$ cat config.mk
export PLATFORM = sky130hd
export DESIGN_NAME = pc_unit
export DESIGN_NICKNAME = d
export VERILOG_FILES = /design/src/rtl/pc_unit.sv
export SDC_FILE = /design/constraint.sdc
export NUM_CORES = 1
export LEC_CHECK = 0
export CORE_MARGIN = 2
export CORE_UTILIZATION = 59
export CTS_BUF_LIST = sky130_fd_sc_hd__clkbuf_16
export DETAILED_ROUTE_END_ITERATION = 10
export PLACE_DENSITY = 0.9
export SLEW_MARGIN = 10
export SYNTH_ARGS = -nofsm -noshare
export SYNTH_HDL_FRONTEND = slang
export SYNTH_SLANG_ARGS = --single-unit
$ cat constraint.sdc
create_clock -name clk -period 7.1 [get_ports clk]
set_clock_uncertainty 0.1 [all_clocks]
set_input_delay 0.71 -clock clk [delete_from_list [all_inputs] [get_ports clk]]
set_output_delay 0.71 -clock clk [all_outputs]
set_load 0.03 [all_outputs]
$ cat src/rtl/pc_unit.sv
// Program-counter unit: holds the fetch PC and picks the next one from sequential,
// branch, jump or return sources, with a small circular return-address stack.
module pc_unit #(
    parameter int              XLEN         = 32,
    parameter int              INC          = 4,
    parameter logic [XLEN-1:0] RESET_VECTOR = '0,
    parameter int              RAS_DEPTH    = 4
) (
    input  logic            clk,
    input  logic            reset,
    input  logic            stall,
    input  logic            jump,
    input  logic [XLEN-1:0] jump_target,
    input  logic            branch_taken,
    input  logic [XLEN-1:0] branch_offset,
    input  logic            call,
    input  logic            ret,
    output logic [XLEN-1:0] pc,
    output logic [XLEN-1:0] pc_plus_inc,
    output logic            misaligned,
    output logic            ras_empty,
    output logic            ras_full,
    output logic            ras_overflow,
    output logic            ret_underflow
);

    localparam int              PW         = $clog2(RAS_DEPTH);
    localparam int              CW         = PW + 1;
    localparam logic [XLEN-1:0] INC_V      = XLEN'(INC);
    localparam logic [XLEN-1:0] ALIGN_MASK = XLEN'(INC - 1);
    localparam logic [CW-1:0]   DEPTH_C    = CW'(RAS_DEPTH);

    logic [XLEN-1:0] pc_q, pc_d;
    logic [PW-1:0]   wp_q, wp_d;
    logic [CW-1:0]   cnt_q, cnt_d;
    logic            ovf_q, ovf_d;
    logic            mis_q, mis_d;
    logic            unf_q, unf_d;
    logic [XLEN-1:0] ras_q [RAS_DEPTH];

    logic            push;
    logic            redirect;
    logic [XLEN-1:0] target;
    logic [PW-1:0]   wp_m1;

    assign pc_plus_inc   = pc_q + INC_V;
    assign wp_m1         = wp_q - PW'(1);
    assign pc            = pc_q;
    assign misaligned    = mis_q;
    assign ret_underflow = unf_q;
    assign ras_overflow  = ovf_q;
    assign ras_empty     = (cnt_q == '0);
    assign ras_full      = (cnt_q == DEPTH_C);

    always_comb begin
        pc_d     = pc_q;
        wp_d     = wp_q;
        cnt_d    = cnt_q;
        ovf_d    = ovf_q;
        mis_d    = 1'b0;
        unf_d    = 1'b0;
        push     = 1'b0;
        redirect = 1'b0;
        target   = pc_plus_inc;

        if (stall) begin
            pc_d = pc_q;
        end else if (jump) begin
            redirect = 1'b1;
            target   = jump_target;
            push     = call;
        end else if (branch_taken) begin
            redirect = 1'b1;
            target   = pc_q + branch_offset;
        end else if (ret) begin
            if (cnt_q != '0) begin
                pc_d  = ras_q[wp_m1];
                wp_d  = wp_m1;
                cnt_d = cnt_q - CW'(1);
            end else begin
                pc_d  = pc_plus_inc;
                unf_d = 1'b1;
            end
        end else begin
            pc_d = pc_plus_inc;
        end

        // Redirect targets are force-aligned; the mask is zero when INC is 1.
        if (redirect) begin
            pc_d  = target & ~ALIGN_MASK;
            mis_d = |(target & ALIGN_MASK);
        end

        if (push) begin
            wp_d = wp_q + PW'(1);
            if (cnt_q == DEPTH_C) begin
                ovf_d = 1'b1;
            end else begin
                cnt_d = cnt_q + CW'(1);
            end
        end
    end

    always_ff @(posedge clk) begin
        if (reset) begin
            pc_q  <= RESET_VECTOR;
            wp_q  <= '0;
            cnt_q <= '0;
            ovf_q <= 1'b0;
            mis_q <= 1'b0;
            unf_q <= 1'b0;
        end else begin
            pc_q  <= pc_d;
            wp_q  <= wp_d;
            cnt_q <= cnt_d;
            ovf_q <= ovf_d;
            mis_q <= mis_d;
            unf_q <= unf_d;
        end
    end

    // Entry storage needs no reset: the count gates every read.
    always_ff @(posedge clk) begin
        if (!reset && push) begin
            ras_q[wp_q] <= pc_plus_inc;
        end
    end

endmodule
==> metrics.yaml <==
path_class: "flip-flop to output pin"
die_h_um: 129
rrSetupSlack_ps: 3760
postCtsHoldBufs: 0
post-place-ws_ps: 3170
yosys_warnings: 0
hold_start: "ras_overflow$_SDFFE_PP0P_"
pin_count: 140
worst_slack_ps: 2560
final_common_cell: "clkdlybuf4s50_1"
grt_max_degree: 52
postCtsSetupBuffers: 0
outcome: "finished clean"
async_reset_ff_frac: 0
reg2reg_depth: 9
layout_common_cells: "clkdlybuf4s50_1 (138), edfxtp_1 (128), nand2_1 (70)"
final-hold-violation-count: 0
cp_cell_sequence: "ha_1 -> nand3_1 -> or3_1 -> nor2_2 -> nand4_1 -> xnor2_1 -> clkdlybuf4s50_1"
rsz0062_at_grt: "false"
die-area_mm2: 0.0167
synth_seq_cells: 168
worst_setup_path_end_kind: "output pin"
dp_hpwl_um: 19200
grt_pass1_wl_um: 40900
hold_end: "ras_overflow$_SDFFE_PP0P_"
synth.cell_area_mm2: 0.00926
layout-drive-gt1-share: 0.104
post-synth-top-area-fraction: 0.415
worst_ir_drop_vdd_mv: 0.182
timing.final.crit_share: 0.639
period_needed_ps: 4540
clk_latency_ps: 430
fmax_mhz: 220
crit_fanout: 7
critPathSlowestCell: "clkdlybuf4s50_1"
avgSynthCellArea_um2: 11.7
grt_pass1_vias: 7236
nFillCells: 943
totalWireLength_um: 27200
tns_ps: 0
power.leakage_uw: 0.00411
required_ps: 6290
wire_per_inst_um: 23.7
rr_startpoint: "pc[3]$_SDFFE_PP0P_"
htreeDepth: 4
hold_class: "flip-flop to flip-flop"
grt.overflow.total: 0
core-area_mm2: 0.0153
cts-resized-gates: 0
area_growth_pct: 22.7
synth_edf_count: 128
numCtsBuffers: 17
n_antenna_cell: 0
drt_first_pass_iters: 8
slew_headroom: 0.332
gp_congestion: 1.03
synth_area_leaders: "edfxtp_1 (42%), dfxtp_1 (8.7%), mux4_2 (7.5%)"
start_util: 0.607
synth_cell_types: 80
p_per_area_mw_per_mm2: 233
cts_tree: "built"
die_x_um: 129
rows: 45
drtIter0Drc: 1232
ff_latch_area_mm2: 0.00465
port_buffers: 139
max-cap-violations: 0
grt.total_usage: 0.327
holdWs_ps: 378
setup_viol: 0
clockBufferDepth: 2
drc: 0
clockRootBuffer: "clkbuf_16"
cpPeakStageDelay_ps: 810
worst_slew_pin_slew_ps: 999
crit_arrival_ps: 3730
synth_fp_nets: 902
r2r_end: "pc[22]$_SDFFE_PP0P_"
clkTransAtPathRegs_ps: 60
cts.sinks: 168
seq_area_frac_synth: 0.502
start_kind: "flip-flop"
holdPathStages: 2
post_drt_via_cell_ratio: 6.71
synth.largest_area_cell: "edfxtp_1"
ys.flop_type: "edfxtp_1"
drtAntennaViolNets: 0
maxSlewViolCount: 0
vias: 7677
netlist_instances: 791
multi_input_area_mm2: 0.00429
final_nets: 1031
antenna_found_initial: 0
-- worst max-delay path: cells and delay by family, from the launching register on --
family,cells,cell delay [ps]
simple gates,4,1130
buf+inv,1,810
xor+xnor,1,600
flops,1,470
fa+ha+maj,1,280
-- synth_stat cells (4+ instances only) --
master / number
a211o_1: 5
a211oi_1: 13
a21o_1: 16
a21oi_1: 45
a221oi_1: 7
a222oi_1: 13
a22oi_1: 4
a31oi_1: 22
and2_1: 7
and3_1: 11
and4_1: 5
buf_2: 6
clkbuf_1: 24
clkbuf_8: 6
dfxtp_1: 40
edfxtp_1: 128
ha_1: 39
inv_1: 20
mux2i_1: 5
mux4_2: 31
nand2_1: 70
nand2b_1: 8
nand3_1: 25
nand4_1: 11
nor2_1: 45
nor3_1: 21
nor4_1: 4
o211ai_1: 5
o21ai_0: 30
or3_1: 5
xnor2_1: 33
xor2_1: 15
-- layer usage --
metal	track usage	routed length, µm	up-vias
met5	0	0	-
met4	0.150	1160	0
met3	0.0632	3150	104
met2	0.500	12400	635
met1	0.458	10500	3603
li1	-	-	3335
-- through the flow --
step           cell area, µm²  std cells  utilization  total power, µW
6_report                11400       1144        0.744             2640
3_5_place_dp            10800       1112        0.705             1700
3_3_place_gp            10800       1112        0.705             1690
2_1_floorplan            9260        791            -             1500
4_1_cts                 11400       1144        0.744             2630
5_1_grt                 11400       1144        0.744             2720
-- area by class of cell --
type,instances,share of cell area
Clock buffer,17,0.0375
Clock inverter,15,0.0152
Inverter,22,0.00727
Multi-Input combinational cell,560,0.378
Tap cell,211,0.0233
Timing Repair Buffer,151,0.130
Sequential cell,168,0.409
-- worst max-delay path by stage --
stage,from,end,slack (ps),depth (start not counted)
final,pc[3]$_SDFFE_PP0P_,pc_plus_inc[28],2560,7
after global routing,pc[2]$_SDFFE_PP0P_,pc_plus_inc[28],2430,7
after CTS,pc[2]$_SDFFE_PP0P_,pc_plus_inc[28],2660,7
after detailed placement,pc[2]$_SDFFE_PP0P_,pc_plus_inc[28],3170,7
after global placement,pc[2]$_SDFFE_PP0P_,pc_plus_inc[28],3310,7
after floorplan,wp_q[0]$_SDFFE_PP0P_,pc[17]$_SDFFE_PP0P_,3700,13
-- kinds of logic after synthesis --
| kind of cell | count (synthesis) | synth area share |
|---|---|---|
| compound gates | 197 | 0.146 |
| xor+xnor | 49 | 0.0472 |
| fa+ha+maj | 40 | 0.0549 |
| buf+inv | 63 | 0.0350 |
| flops | 168 | 0.502 |
| mux | 39 | 0.0861 |
| simple gates | 235 | 0.129 |
-- power by group --
part | leakage (µW) | switching, µW | internal [µW] | total (µW)
logic | 0.00232 | 337 | 233 | 570
registers | 0.00150 | 40.3 | 1090 | 1130
clock network | 0.000293 | 391 | 554 | 945
-- sequential cells by signal, indices dropped and copies added, names as in the netlist, named ones only --
register and flops:
pc 30, cnt_q 3, misaligned 1, ras_overflow 1
ras_q 128, ret_underflow 1, wp_q 2
No activity file was read; power rests on OpenSTA's default activity.
